**config.mk**
```make
export PLATFORM = sky130hd
export DESIGN_NAME = pipe_stage_reg_flat
export DESIGN_NICKNAME = d
export VERILOG_FILES = /design/src/rtl/pipe_stage_reg_if.sv /design/src/rtl/pipe_stage_reg.sv /design/src/flat_wrapper.sv
export SDC_FILE = /design/constraint.sdc
export NUM_CORES = 1
export LEC_CHECK = 0
export CAP_MARGIN = 25
export CORE_MARGIN = 1
export CORE_UTILIZATION = 40
export DETAILED_ROUTE_END_ITERATION = 12
export MAX_ROUTING_LAYER = met4
export PLACE_DENSITY_LB_ADDON = 0.15
export SLEW_MARGIN = 20
export SYNTH_ARGS = -nofsm -noshare
export SYNTH_HDL_FRONTEND = slang
export SYNTH_SLANG_ARGS = --single-unit
```
**constraint.sdc**
```tcl
create_clock -name clk -period 2 [get_ports clk]
set_input_delay 0.4 -clock clk [delete_from_list [all_inputs] [get_ports clk]]
set_output_delay 0.4 -clock clk [all_outputs]
set_load 0.02 [all_outputs]
```
**src/rtl/pipe_stage_reg_if.sv**
```systemverilog
// Handshake bundle between two pipeline stages plus flush and occupancy sideband.
// slave = the stage register's view, master = the surrounding pipeline's view.
interface pipe_stage_reg_if #(
    parameter int DATA_W = 134
);
    logic              in_valid;
    logic              in_ready;
    logic [DATA_W-1:0] in_data;
    logic              flush;
    logic              out_valid;
    logic              out_ready;
    logic [DATA_W-1:0] out_data;
    logic [1:0]        occupancy;

    modport slave (
        input  in_valid, in_data, flush, out_ready,
        output in_ready, out_valid, out_data, occupancy
    );

    modport master (
        output in_valid, in_data, flush, out_ready,
        input  in_ready, out_valid, out_data, occupancy
    );
endinterface

```
**src/rtl/pipe_stage_reg.sv**
```systemverilog
// Generic pipeline stage register: opaque payload, valid/ready handshake, flush inserts a bubble.
// Latency: 1 cycle from accept to out_valid; 1 payload/cycle with out_ready held high.
// Backpressure: SKID=1 holds up to 2 entries with a registered in_ready; SKID=0 holds 1 with in_ready combinational.
module pipe_stage_reg #(
    parameter int                DATA_W = 134,
    parameter logic [DATA_W-1:0] BUBBLE = '0,
    parameter bit                SKID   = 1'b1
) (
    input  logic            clk,
    input  logic            rst,
    pipe_stage_reg_if.slave bus
);
    typedef enum logic [1:0] {
        EMPTY = 2'd0,
        ONE   = 2'd1,
        TWO   = 2'd2
    } state_t;

    state_t            state_q, state_nxt;
    logic [DATA_W-1:0] main_q, main_nxt;
    logic [DATA_W-1:0] skid_q, skid_nxt;
    logic              rdy_q;
    logic              out_valid_int;
    logic              in_ready_int;
    logic              acc;
    logic              con;

    assign out_valid_int = (state_q != EMPTY);
    // SKID=0 lets a consume free the slot in the same cycle, so ready follows out_ready directly.
    assign in_ready_int  = SKID ? rdy_q : (!out_valid_int || bus.out_ready);
    assign acc           = bus.in_valid && in_ready_int;
    assign con           = out_valid_int && bus.out_ready;

    always_comb begin
        state_nxt = state_q;
        main_nxt  = main_q;
        skid_nxt  = skid_q;
        if (bus.flush) begin
            state_nxt = EMPTY;
        end else begin
            case (state_q)
                EMPTY: begin
                    if (acc) begin
                        state_nxt = ONE;
                        main_nxt  = bus.in_data;
                    end
                end
                ONE: begin
                    if (acc && con) begin
                        main_nxt = bus.in_data;
                    end else if (acc && SKID) begin
                        state_nxt = TWO;
                        skid_nxt  = bus.in_data;
                    end else if (con) begin
                        state_nxt = EMPTY;
                    end
                end
                TWO: begin
                    if (con) begin
                        state_nxt = ONE;
                        main_nxt  = skid_q;
                    end
                end
                default: state_nxt = EMPTY;
            endcase
        end
    end

    always_ff @(posedge clk) begin
        if (rst) begin
            state_q <= EMPTY;
            main_q  <= BUBBLE;
            skid_q  <= BUBBLE;
            rdy_q   <= 1'b1;
        end else begin
            state_q <= state_nxt;
            main_q  <= main_nxt;
            skid_q  <= skid_nxt;
            rdy_q   <= (state_nxt != TWO);
        end
    end

    assign bus.in_ready  = in_ready_int;
    assign bus.out_valid = out_valid_int;
    assign bus.out_data  = out_valid_int ? main_q : BUBBLE;
    assign bus.occupancy = state_q;
endmodule
```
**src/flat_wrapper.sv**
```systemverilog
// flat-port wrapper written by rule: the top's interface ports become plain ports
module pipe_stage_reg_flat 
#(
    parameter int                DATA_W = 134,
    parameter logic [DATA_W-1:0] BUBBLE = '0,
    parameter bit                SKID   = 1'b1
)
  (clk, rst, bus_in_valid, bus_in_data, bus_flush, bus_out_ready, bus_in_ready, bus_out_valid, bus_out_data, bus_occupancy);
  pipe_stage_reg_if #(.DATA_W(DATA_W)) bus_i ();
  input  logic clk;
  input  logic rst;
  input wire logic [$bits(bus_i.in_valid)-1:0] bus_in_valid;
  input wire logic [$bits(bus_i.in_data)-1:0] bus_in_data;
  input wire logic [$bits(bus_i.flush)-1:0] bus_flush;
  input wire logic [$bits(bus_i.out_ready)-1:0] bus_out_ready;
  output wire logic [$bits(bus_i.in_ready)-1:0] bus_in_ready;
  output wire logic [$bits(bus_i.out_valid)-1:0] bus_out_valid;
  output wire logic [$bits(bus_i.out_data)-1:0] bus_out_data;
  output wire logic [$bits(bus_i.occupancy)-1:0] bus_occupancy;
  assign bus_i.in_valid = bus_in_valid;
  assign bus_i.in_data = bus_in_data;
  assign bus_i.flush = bus_flush;
  assign bus_i.out_ready = bus_out_ready;
  assign bus_in_ready = bus_i.in_ready;
  assign bus_out_valid = bus_i.out_valid;
  assign bus_out_data = bus_i.out_data;
  assign bus_occupancy = bus_i.occupancy;
  pipe_stage_reg #(.DATA_W(DATA_W), .BUBBLE(BUBBLE), .SKID(SKID)) u_core (.clk(clk), .rst(rst), .bus(bus_i));
endmodule
```
==> impl_results.md <==
- Yosys reg bits: 271
- Leak Pwr: 7.22 nW
- CTS sink count: 271
- FILL cells: 2,487
- Post-route ant nets: 0
- Starting Density: 40.9%
- TritonRoute pass-1 iters: 5
- Vias: 9,963
- Layout Nets: 1,755
- Setup slack after layout: -219 ps
- Critical Path RT: 1600 ps
- DRC errors left: 0
- Cell taking the most area after synthesis: dfxtp_1
- RSZ-0062 raised after global routing: true
- Share of cells above drive strength 1: 21.5%
- Crit Reg-Reg Endpoint: u_core.main_q[25]
- Post-synth net total: 1,485
- Worst Hold Path Cells: 2
- Most common cell after layout, fill and taps aside: nand2_1
- Slew Limit Fails: 0
- # diodes: 0
- Hold path endpoint: u_core.bus.occupancy[1]
- Setup violators final: 134
- Site Rows: 61
- CTS root buffer: clkbuf_16
- CTS Hold Bufs: 0
- Clock Tree Buf Depth: 3
- Pwr dens: 754 mW/mm2
- Failing checks: setup timing
- Area grow syn2layout: 43.7%
- Clock transition at the registers of the reported paths: 60 ps
- Critical path capture point type: primary output
- Multi-input logic area: 0.00574 mm2
- DP Wirelength: 19.9 mm
- Achievable frequency: 0.451 GHz
- Final design utilization: 58.8%
- Vias in the first global route: 9,083
- Grt ovf: 0
- WS Path Type: reg2out
- GP Congestion: 0.763
- VDD IR max: 629 uV
- Critical path arrival: 1820 ps
- R2R Setup Slk: 50 ps
- Total core area: 0.0280 mm2
- Vias per inst: 4.95
- Post-CTS setup buffer count: 0
- Largest net degree at the start of global routing: 69
- Initial antenna violation count: 0
- WHS: 415 ps
- Ports: 277
- YS warnings: 0
- Iter 0 DRT Violations: 622
- Crit share post-route: 111%
- Crit-path max FO: 13
- Final hold vios: 0
- DIE WIDTH: 171 um
- Drt total wl: 31.9 mm
- Die Area: 0.0293 mm2
- Total CTS buffers: 29
- Slew headroom: 63.3%
- Worst Setup Start Kind: flip-flop
- Depth of the worst register-to-register path: 7
- Synth Instances: 1,346
- Min cycle time layout: 2220 ps
- Max-cap violations: 0
- Setup Skew: 11.4 ps
- Setup TNS Final: -17,300 ps
- Worst skew pair latency: 540 ps
- Most frequent cells in the layout: nand2_1 (270), dfxtp_1 (269), nor2_1 (137), clkdlybuf4s50_1 (137), mux2i_1 (135)
- Slew @ Worst Pin: 550 ps
- CTS tree: done
- Min-delay worst type: in2reg
- Htree depth: 1
- Critical R2R Launch: u_core.bus.occupancy[0]
- Hold_sp: rst
- Syn_area_per_cell: 8.52 um2
- Port-buffer cells: 276
- Synth area leaders: dfxtp_1 (47%), mux2i_1 (12%), nand2_1 (8.8%), a211oi_1 (8.8%), and2_1 (7.3%)
- Register Area: 0.00543 mm2
- Global Route Usage Sum: 20.8%
- Synthesized cell area: 0.0115 mm2
- WL/cell: 15.8 um
- Status: finished with violations
- Netlist cell types: 22
- Sequential share of the synthesized area: 47.3%
- Post-synth top area share: 47.3%
- Chip height: 171 um
- First-pass GRT wire length: 47.8 mm
==> how the worst max path moves through the flow <==
stage                                  startpoint                 to  slack [ps]  cells after the start
final                     u_core.bus.occupancy[1]   bus_out_data[26]        -220                      4
after floorplan           u_core.bus.occupancy[1]  bus_out_data[121]          50                      5
after CTS                 u_core.bus.occupancy[0]   bus_out_data[81]        -260                      4
after global placement              bus_out_ready  u_core.main_q[90]        -130                      7
after global routing      u_core.bus.occupancy[1]   bus_out_data[26]        -250                      4
after detailed placement                bus_flush  u_core.main_q[40]        -160                      6
==> cell families after synthesis <==
| logic type | Yosys count | share of synthesized area (%) |
|---|---|---|
| flip-flops | 271 | 47.3 |
| multiplexers | 135 | 11.8 |
| AO/OA/AOI/OAI | 271 | 14.9 |
| AND/OR/NAND/NOR | 550 | 21.2 |
| buffers and inverters | 119 | 4.81 |
==> stage by stage <==
stage          instances  cell area, um2  power (W)  worst slack, ps
6_report            2014           16500     0.0124             -219
3_5_place_dp        1949           15200    0.00721             -158
5_1_grt             2014           16500     0.0129             -253
3_3_place_gp        1949           15200    0.00719             -131
4_1_cts             2002           15800     0.0124             -257
2_1_floorplan       1346           11500    0.00651             54.7
==> cell usage after synthesis <==
cell         n
dfxtp_1    271
mux2i_1    135
buf_4        1
o41ai_2      1
and4_1       1
or2_2        2
buf_2       27
o22a_1       1
and2_1     134
clkbuf_1    81
buf_1        1
a211oi_1   134
nor2b_1      1
buf_6        9
nand4bb_1    1
nand2b_1     1
nand4_1      1
a21oi_1    134
nor2_1     137
nor3_1       2
o21a_1       1
nand2_1    270
==> metal layers <==
layer / track usage (%) / vias to the layer above / share of wire [%]
met5: - / - / 0
met4: 5.71 / 0 / 2.5
met3: 4.03 / 55 / 5.9
met2: 32.8 / 243 / 46
met1: 27.3 / 4567 / 46
li1: - / 5098 / -
==> state kept, by name (all words and copies together) (netlist names) <==
name	flops
u_core.main_q	134
u_core.skid_q	134
u_core.bus.in_ready	1
u_core.bus.occupancy	2
==> report_power, final <==
part	total, W	switching [W]	internal [W]
Clock	0.00519	0.00211	0.00308
Sequential	0.00573	0.000112	0.00562
Combinational	0.00149	0.000707	0.000785
==> area by class of cell <==
| class | count | area share (%) |
|---|---|---|
| well taps | 378 | 2.87 |
| flip-flops and latches | 271 | 33.0 |
| repair buffers | 356 | 23.7 |
| clock inverters | 5 | 0.349 |
| clock buffers | 46 | 5.28 |
| multi-input cells | 958 | 34.8 |
==> timing repair <==
item | in CTS | in global routing
resized for setup | 516 | 295
pin swaps | 2 | 68
endpoints found under the setup margin | 137 | 138
gates cloned | 2 | 12
==> worst max-delay path, stage by stage, from the launching register on <==
cell and delay [ps]:
dfxtp_4 360, or2_4 360, buf_12 190, and2_1 190
buf_2 170
(Power assumes the default switching activity.)
==> RTL edit (same settings) <==
`SKID` is set to 1'b1 in 2 places; all go to 1'b0.
--- a/src/rtl/pipe_stage_reg.sv
+++ b/src/rtl/pipe_stage_reg.sv
@@ -4,7 +4,7 @@
 module pipe_stage_reg #(
     parameter int                DATA_W = 134,
     parameter logic [DATA_W-1:0] BUBBLE = '0,
-    parameter bit                SKID   = 1'b1
+    parameter bit                SKID   = 1'b0
 ) (
     input  logic            clk,
     input  logic            rst,
--- a/src/flat_wrapper.sv
+++ b/src/flat_wrapper.sv
@@ -3,7 +3,7 @@
 #(
     parameter int                DATA_W = 134,
     parameter logic [DATA_W-1:0] BUBBLE = '0,
-    parameter bit                SKID   = 1'b1
+    parameter bit                SKID   = 1'b0
 )
   (clk, rst, bus_in_valid, bus_in_data, bus_flush, bus_out_ready, bus_in_ready, bus_out_valid, bus_out_data, bus_occupancy);
   pipe_stage_reg_if #(.DATA_W(DATA_W)) bus_i ();
Behaviour: not the same (Yosys sat finds a counterexample within 4 cycles, from zero or initial values and one cycle with rst high).
==> RTL edit against the unedited design <==
  * Total power decreased by 42%
  * Final cell count decreased by 39%
  * Non-clock buffer count shrank 57
  * Hold slack got worse by 0.045 ns
  * Sequential cell count shrank 136
  * Wire length down 45%
  * Global-route usage fell by 1.4 points
  * Largest power group is now the clock network
  * Design area down 36%
  * Synthesized area is 39% lower
  * Register-to-register slack better by 0.18 ns
  * Maximum frequency is 14% higher
  * Setup slack better by 0.27 ns
==> RTL edit: results (changes against the unedited design) <==
.. list-table::
   :header-rows: 1

   * - Metric
     - Value
   * - Outcome
     - finished clean
   * - PnR Total Power
     - 7.23 mW (-42%)
   * - Layout Skew
     - 0.00901 ns (-0.00238 ns)
   * - Post-synthesis cell count
     - 739 (-45%)
   * - Fraction of final layout cells with drive strength greater than 1
     - 7.84% (-14 points)
   * - Wire length on met2
     - 8320 um (-43%)
   * - All-layer global routing usage
     - 19.4% (-1.4 points)
   * - Peak ir drop on the vdd network
     - 0.574 mV (-8.8%)
   * - Clock insertion delay at the later pin of the skew report
     - 0.42 ns (-0.12 ns)
   * - DP Worst Slack
     - -0.0333 ns (+0.125 ns)
   * - Endpoint, Worst Hold
     - u_core.bus.occupancy[0]
   * - Type of the most critical hold path
     - primary input to flip-flop
   * - Number of levels the H-tree was split into
     - 4 (+3)
   * - Leakage power figure
     - 4.36 nW (-40%)
   * - Crit Reg-Reg Startpoint
     - u_core.bus.occupancy[0]
   * - Global placer's final weighted congestion
     - 0.751 (-1.6%)
   * - DR pass1 iterations
     - 4 (-1)
   * - Length of routed wiring on met1
     - 7790 um (-47%)
   * - Via count
     - 5484 (-45%)
   * - Synth cell types
     - 14 (-36%)
   * - Wire length of the first global-routing pass
     - 26700 um (-44%)
   * - Largest net degree at the start of global routing
     - 102 (+48%)
   * - Routed length on met3
     - 1080 um (-42%)
   * - Clock Tree Buf Depth
     - 2 (-1)
   * - Data arrival time of the critical path
     - 1.55 ns (-0.27 ns)
   * - Number of non-filler instances in the completed layout
     - 1228 (-39%)
   * - Sequential cell area fraction in the yosys report
     - 38.7% (-8.6 points)
   * - Number of port buffers
     - 275 (-0.36%)
   * - Reg2Reg Setup Slack
     - 0.23 ns (+0.18 ns)
   * - Post-Synthesis Net Count
     - 878 (-41%)
   * - Critical path fanouts, max
     - 36 (+23)
   * - Count of routing violations after the opening detailed-route iteration
     - 179 (-71%)
   * - End of the worst register-to-register path
     - u_core.main_q[57]
   * - Worst Reg-to-Reg Cells
     - 7 (unchanged)
   * - Final routed wire length divided by cell count
     - 14.2 um (-10%)
   * - Nets
     - 1134 (-35%)
   * - Synth top cells by count
     - sky130_fd_sc_hd__nand2b_1, sky130_fd_sc_hd__dfxtp_1, sky130_fd_sc_hd__and2_1, sky130_fd_sc_hd__mux2i_1, sky130_fd_sc_hd__clkbuf_1
   * - Highest routed metal layer
     - met4
   * - Total CTS buffers
     - 17 (-41%)
   * - Hpwl dp
     - 11800 um (-41%)
   * - Synthesis Warnings
     - 0 (unchanged)
   * - Vias in the first global route
     - 5262 (-42%)
   * - Most area-consuming cells after synthesis
     - sky130_fd_sc_hd__dfxtp_1, sky130_fd_sc_hd__nand2b_1, sky130_fd_sc_hd__mux2i_1
   * - CTS Root Cell
     - sky130_fd_sc_hd__clkbuf_16
-- RTL edit: cell types whose count changed in the layout (fill, tap and decap cells not counted), moves of 134 or more --
cell,delta
sky130_fd_sc_hd__nand2_1,-270
sky130_fd_sc_hd__nand2b_1,+268
sky130_fd_sc_hd__nor2_1,-136
sky130_fd_sc_hd__dfxtp_1,-135
sky130_fd_sc_hd__a211oi_1,-134
sky130_fd_sc_hd__a21oi_1,-134
-- RTL edit: critical path, cell delays in order, from the launching register on --
cell                              delay [ns]
sky130_fd_sc_hd__dfxtp_4                0.42
sky130_fd_sc_hd__clkbuf_16              0.24
sky130_fd_sc_hd__and2_1                 0.14
sky130_fd_sc_hd__clkdlybuf4s15_1        0.33
-- RTL edit: what timing repair did --
item / in CTS / in global routing
resized for setup: 214 / 27
endpoints found under the setup margin: 137 / 121
cloned: 0 / 2
-- RTL edit: stage by stage --
stage	utilization, %	area, um^2	hold slack (ns)
4_1_cts	62.7	10600	0.364
3_5_place_dp	59.4	9990	0.456
2_1_floorplan	-	6980	0.444
3_3_place_gp	59.4	9990	0.453
6_report	63.1	10600	0.370
5_1_grt	63.1	10600	0.369
-- RTL edit: worst max path at each step --
stage,from,to,slack [ns],depth (start not counted)
floorplan,u_core.bus.occupancy[0],bus_out_data[100],0.28,4
global placement,bus_out_ready,bus_in_ready,0.006,4
detailed placement,bus_out_ready,u_core.main_q[111],-0.03,7
CTS,u_core.bus.occupancy[0],bus_out_data[20],-0.05,3
global route,u_core.bus.occupancy[0],bus_out_data[18],-0.004,3
finish,u_core.bus.occupancy[0],bus_out_data[18],0.05,3
-- RTL edit: logic make-up after synthesis --
group / share of synthesized area (%)
and+or+nand+nor: 36.5
DFF: 38.7
muxes: 19.2
buffers and inverters: 5.54
other: 0.0537
-- RTL edit: area by class of cell --
class | instances | area [um^2]
Multi-Input combinational cell | 541 | 3900
Timing Repair Buffer | 299 | 3090
Inverter | 1 | 3.75
Clock inverter | 11 | 170
Tap cell | 220 | 275
Fill cell | 1487 | 6210
Sequential cell | 135 | 2710
Clock buffer | 21 | 470
-- RTL edit: per-layer routing --
metal,track usage [%],vias up
met5,-,-
met4,7.68,0
met3,5.67,21
met2,31.0,166
met1,23.0,2467
li1,-,2830
-- RTL edit: power breakdown --
group / switching [mW] / total (mW) / internal (mW)
Clock: 1.20 / 3.39 / 2.19
Sequential: 0.0653 / 2.90 / 2.83
Combinational: 0.361 / 0.943 / 0.581
